[src/rtl/cond_flag_unit.sv]
// Condition-flag unit: holds the {N,Z,C,V} flag register written by the EX
// stage and evaluates the ID-stage condition field against it. When ID asks
// for an evaluation in the same cycle that EX is writing new flags, the
// request is parked until the flags settle, and ID is stalled meanwhile.
//
// state   | meaning
// --------+-----------------------------------------------------------------
// ST_IDLE | no parked request; a request without a flag write resolves in 1 cycle
// ST_WAIT | request parked in cond_q; resolves on the first edge without s_en
module cond_flag_unit (
   input  logic       clk,
   input  logic       reset_n,
   input  logic       alu_c,
   input  logic       alu_n,
   input  logic       alu_v,
   input  logic       alu_z,
   input  logic       s_en,
   input  logic       cond_req,
   input  logic [3:0] cond,
   input  logic       flush,
   output logic [3:0] flags,
   output logic       cin,
   output logic       cond_true,
   output logic       cond_valid,
   output logic       stall
);

   typedef enum logic {
      ST_IDLE = 1'b0,
      ST_WAIT = 1'b1
   } state_t;

   state_t     state_q, state_d;
   logic [3:0] cond_q, cond_q_d;
   logic [3:0] flags_d;
   logic       cond_true_d;
   logic       cond_valid_d;
   logic       stall_d;

   // Condition table over a {N,Z,C,V} flag vector.
   function automatic logic eval_cond(input logic [3:0] c, input logic [3:0] f);
      logic n, z, cf, v;
      n  = f[3];
      z  = f[2];
      cf = f[1];
      v  = f[0];
      case (c)
         4'h0:    eval_cond = z;
         4'h1:    eval_cond = !z;
         4'h2:    eval_cond = cf;
         4'h3:    eval_cond = !cf;
         4'h4:    eval_cond = n;
         4'h5:    eval_cond = !n;
         4'h6:    eval_cond = v;
         4'h7:    eval_cond = !v;
         4'h8:    eval_cond = cf & !z;
         4'h9:    eval_cond = !cf | z;
         4'hA:    eval_cond = (n == v);
         4'hB:    eval_cond = (n != v);
         4'hC:    eval_cond = !z & (n == v);
         4'hD:    eval_cond = z | (n != v);
         4'hE:    eval_cond = 1'b1;
         default: eval_cond = 1'b0;
      endcase
   endfunction

   // Carry-in is simply the registered C bit.
   assign cin = flags[1];

   // Next-state and next-output logic; the flag write is independent of the FSM.
   always_comb begin
      state_d      = state_q;
      cond_q_d     = cond_q;
      cond_true_d  = cond_true;
      cond_valid_d = 1'b0;
      stall_d      = 1'b0;
      flags_d      = s_en ? {alu_n, alu_z, alu_c, alu_v} : flags;

      if (flush) begin
         state_d  = ST_IDLE;
         cond_q_d = 4'h0;
      end else begin
         case (state_q)
            ST_IDLE: begin
               if (cond_req) begin
                  if (s_en) begin
                     // Flags are being overwritten this edge: park the request.
                     cond_q_d = cond;
                     stall_d  = 1'b1;
                     state_d  = ST_WAIT;
                  end else begin
                     cond_true_d  = eval_cond(cond, flags);
                     cond_valid_d = 1'b1;
                  end
               end
            end
            ST_WAIT: begin
               if (s_en) begin
                  // Another write in flight; keep waiting for the newest flags.
                  stall_d = 1'b1;
               end else begin
                  cond_true_d  = eval_cond(cond_q, flags);
                  cond_valid_d = 1'b1;
                  state_d      = ST_IDLE;
               end
            end
         endcase
      end
   end

   // State, flag and output registers.
   always_ff @(posedge clk or negedge reset_n) begin
      if (!reset_n) begin
         state_q    <= ST_IDLE;
         cond_q     <= 4'h0;
         flags      <= 4'b0000;
         cond_true  <= 1'b0;
         cond_valid <= 1'b0;
         stall      <= 1'b0;
      end else begin
         state_q    <= state_d;
         cond_q     <= cond_q_d;
         flags      <= flags_d;
         cond_true  <= cond_true_d;
         cond_valid <= cond_valid_d;
         stall      <= stall_d;
      end
   end

endmodule

[config.mk]
export PLATFORM = sky130hd
export DESIGN_NAME = cond_flag_unit
export DESIGN_NICKNAME = d
export VERILOG_FILES = /design/src/rtl/cond_flag_unit.sv
export SDC_FILE = /design/constraint.sdc
export NUM_CORES = 1
export LEC_CHECK = 0
export ABC_AREA = 1
export ABC_CLOCK_PERIOD_IN_PS = 1200
export BUFFER_PORTS_ARGS = -buffer_cell sky130_fd_sc_hd__buf_4
export CORE_MARGIN = 2
export CORE_UTILIZATION = 46
export CTS_CLUSTER_SIZE = 10
export DETAILED_ROUTE_END_ITERATION = 16
export GPL_ROUTABILITY_DRIVEN = 0
export PLACE_DENSITY = 0.84
export SLEW_MARGIN = 5
export SYNTH_ARGS = -nofsm -noshare
export SYNTH_HDL_FRONTEND = slang
export SYNTH_SLANG_ARGS = --single-unit
[constraint.sdc]
create_clock -name clk -period 1.2 [get_ports clk]
set_input_delay 0.24 -clock clk [delete_from_list [all_inputs] [get_ports clk]]
set_output_delay 0.24 -clock clk [all_outputs]
set_load 0.01 [all_outputs]
==> reports/metrics.yaml <==
global_route:
  grt_pass1_wl_mm: 3.74
  grt_overflow: 0
  grt_pass1_vias: 954
  gr-usage-all-layers_pct: 24.2
  antenna_found_initial: 0
  grt_max_degree: 13
timing:
  hold-worst-slack_ps: 155
  finalHoldViolations: 0
  clock_skew_ps: 9.38
  period_needed_ps: 1360
  relSlewSlack_pct: 72.9
  rsz0062_at_grt: "yes"
  worst_slew_pin_slew_ps: 405
  fmax_mhz: 733
  finalCritPeriodShare_pct: 114
  finalWorstSetupSlack_ps: -165
  fin_tns_setup_ps: -257
  drv_slew: 0
  finalSetupViolations: 4
clock_network:
  cts_tree: "built"
  clockBufferDepth: 2
  numCtsBuffers: 3
  clk_pin_slew_worst_paths_ps: 80
  h-tree-depth: 1
  cts_sinks: 11
  cts_root_buf: "clkbuf_4"
  clk_latency_ps: 290
drt:
  dr_wl_met2_mm: 1.22
  via_per_inst: 5.23
  drc_errors: 0
  wl_per_cell_um: 12.3
  wl_met3_um: 213
  via_count: 1103
  wirelength_mm: 2.60
  wl_met1_mm: 1.07
  drt_iter0_markers: 63
  antenna_left: 0
  dr.pass1.iters: 4
  dr.max_layer_used: "met4"
synth:
  synth_top_family_by_area: "simple AND/OR/NAND/NOR gates"
  seq_area_frac_synth_pct: 32.2
  synth_xor_area_share_pct: 0
  synthTopCellsByArea: "dfrtp_1 32%, nand2_1 25%, nand3_1 9.9%"
  ys_ff_latch: 11
  synth_compound_area_share_pct: 9.06
  syn_area_sq_um: 856
  syn_area_per_cell_sq_um: 5.78
  yosys_warnings: 0
  synth-simple-area-share_pct: 46.1
  synth_nets: 161
  yosysUniqueCellTypes: 13
  synth_adder_area_share_pct: 0
  synth_top_area_share_pct: 32.2
  syn_inst: 148
  synth_top_cell_by_area: "dfrtp_1"
  synth_mux_area_share_pct: 0
worst_setup_path:
  worstPathMaxFanout: 6
  worstSetupEndpointType: "flip-flop"
  crit_path_start_kind: "flip-flop"
  reg2reg_depth: 10
  r2r-start: "flags[0]$_DFFE_PN0P_"
  worstPathRequired_ps: 1380
  cp.arrival_ps: 1550
  reg2reg_setup_slack_ps: -160
  path_class: "flip-flop to flip-flop"
  r2r_end: "cond_true$_DFFE_PN0P_"
place:
  post-dp-hpwl_mm: 1.77
  dp.cells: 197
  numPortBuffers: 20
finish:
  finalNetCount: 200
  register_area_sq_um: 279
  multiInputGateArea_sq_um: 492
  finalNonFillerCells: 211
  syn2layout_area_growth_pct: 41.8
  fillers: 136
  post-route-util_pct: 69.5
  layout-drive-gt1-share_pct: 29.6
  n_antenna_cell: 0
floorplanning:
  die_h_um: 47.1
  die_x_um: 47.1
  die-area_sq_um: 2220
  row_count: 15
  boundaryPins: 21
  core_sq_um: 1750
  start_util_pct: 49.0
status:
  status: "finished with violations"
  violations: "negative setup slack"
flow_run:
  max_cap_viol_count: 0
power_and_ir_drop:
  cellPowerDensity_nw_per_um2: 940
  peakVddDrop_mv: 0.879
  p_total_mw: 1.14
  leakagePower_nw: 0.704
hold_path:
  worstHoldEndpoint: "flags[2]$_DFFE_PN0P_"
  hp-class: "input pin to flip-flop"
  whs_path_depth: 3
  hold_start: "alu_z"
==> layer usage <==
metal	vias up	GRT usage (%)
li1	533	-
met1	486	29.9
met2	67	39.7
met3	17	3.08
met4	0	15.0
met5	-	0
==> cell usage in the layout, fill, tap and decap left out, drive strengths merged <==
master,netlist,routed
inv,24,24
nand3,17,17
clkbuf,0,3
o21bai,1,1
nand2,60,60
o21ai,9,9
nor2,19,19
dlygate4sd3,0,1
clkinv,0,1
a21oi,5,5
dfrtp,11,11
buf,2,35
==> timing repair <==
item | CTS | global route
endpoints found under the hold margin | 11 | 0
setup endpoints to repair | 4 | 6
pin swaps | 1 | 1
buffers inserted | 5 | 5
hold buffers | 1 | 0
resized for setup | 6 | 5
==> through the flow <==
step | setup WS, ps | cell area (sq um)
after floorplan | -16.3 | 861
after global placement | -134 | 1070
after detailed placement | -166 | 1070
after CTS | -131 | 1160
after global routing | -253 | 1210
final | -165 | 1210
==> power breakdown <==
group	total, mW	switching, mW	leakage (nW)	internal [mW]
sequential	0.451	0.0476	0.138	0.404
clock	0.270	0.146	0.0177	0.124
combinational	0.419	0.219	0.548	0.201
==> critical path: stages (launching register included) <==
cell and delay [ps]:
dfrtp_2 470, inv_4 80, buf_4 130, nand3_1 80, a21oi_1 70, nor2_1 100
nand2_1 60, o21bai_1 130, nand2_1 60, nand2_1 50, nand2_1 40
==> cell type report <==
class	instances	area share, %
clock buffer	3	1.86
clock inverter	1	0.412
inverter	24	7.63
multi-input combinational	111	40.5
sequential	11	23.0
tap	25	2.58
timing repair buffer	36	24.0
==> flip-flops by register name, summed over array words and instances, names as in the netlist <==
register / cells
flags: 4
state_q: 1
cond_true: 1
cond_valid: 1
cond_q: 4
==> kinds of logic (layout without fill, tap and decap cells) <==
| kind of cell | Yosys count | count (layout) |
|---|---|---|
| flip-flops | 11 | 11 |
| AND/OR/NAND/NOR | 96 | 96 |
| AO/OA/AOI/OAI | 15 | 15 |
| buffers and inverters | 26 | 64 |
==> cells in the mapped netlist <==
library cell and count:
nand2_1 57, inv_1 19, nand3_1 17, nor2_1 17
dfrtp_1 11, o21ai_0 9, a21oi_1 5, inv_2 5
nand2_2 3, nor2_2 2, buf_4 1, buf_6 1
o21bai_1 1
==> worst max-delay path by stage <==
stage	to	cells past startpoint	slack, ps	start
after global routing	cond_true$_DFFE_PN0P_	13	-250	flags[2]$_DFFE_PN0P_
final	cond_true$_DFFE_PN0P_	10	-160	flags[0]$_DFFE_PN0P_
after floorplan	cond_true$_DFFE_PN0P_	10	-20	flags[3]$_DFFE_PN0P_
after global placement	cond_true$_DFFE_PN0P_	10	-130	flags[0]$_DFFE_PN0P_
after CTS	cond_true$_DFFE_PN0P_	13	-130	flags[0]$_DFFE_PN0P_
after detailed placement	cond_true$_DFFE_PN0P_	10	-170	flags[0]$_DFFE_PN0P_
Power figures use the tool's default switching activity.
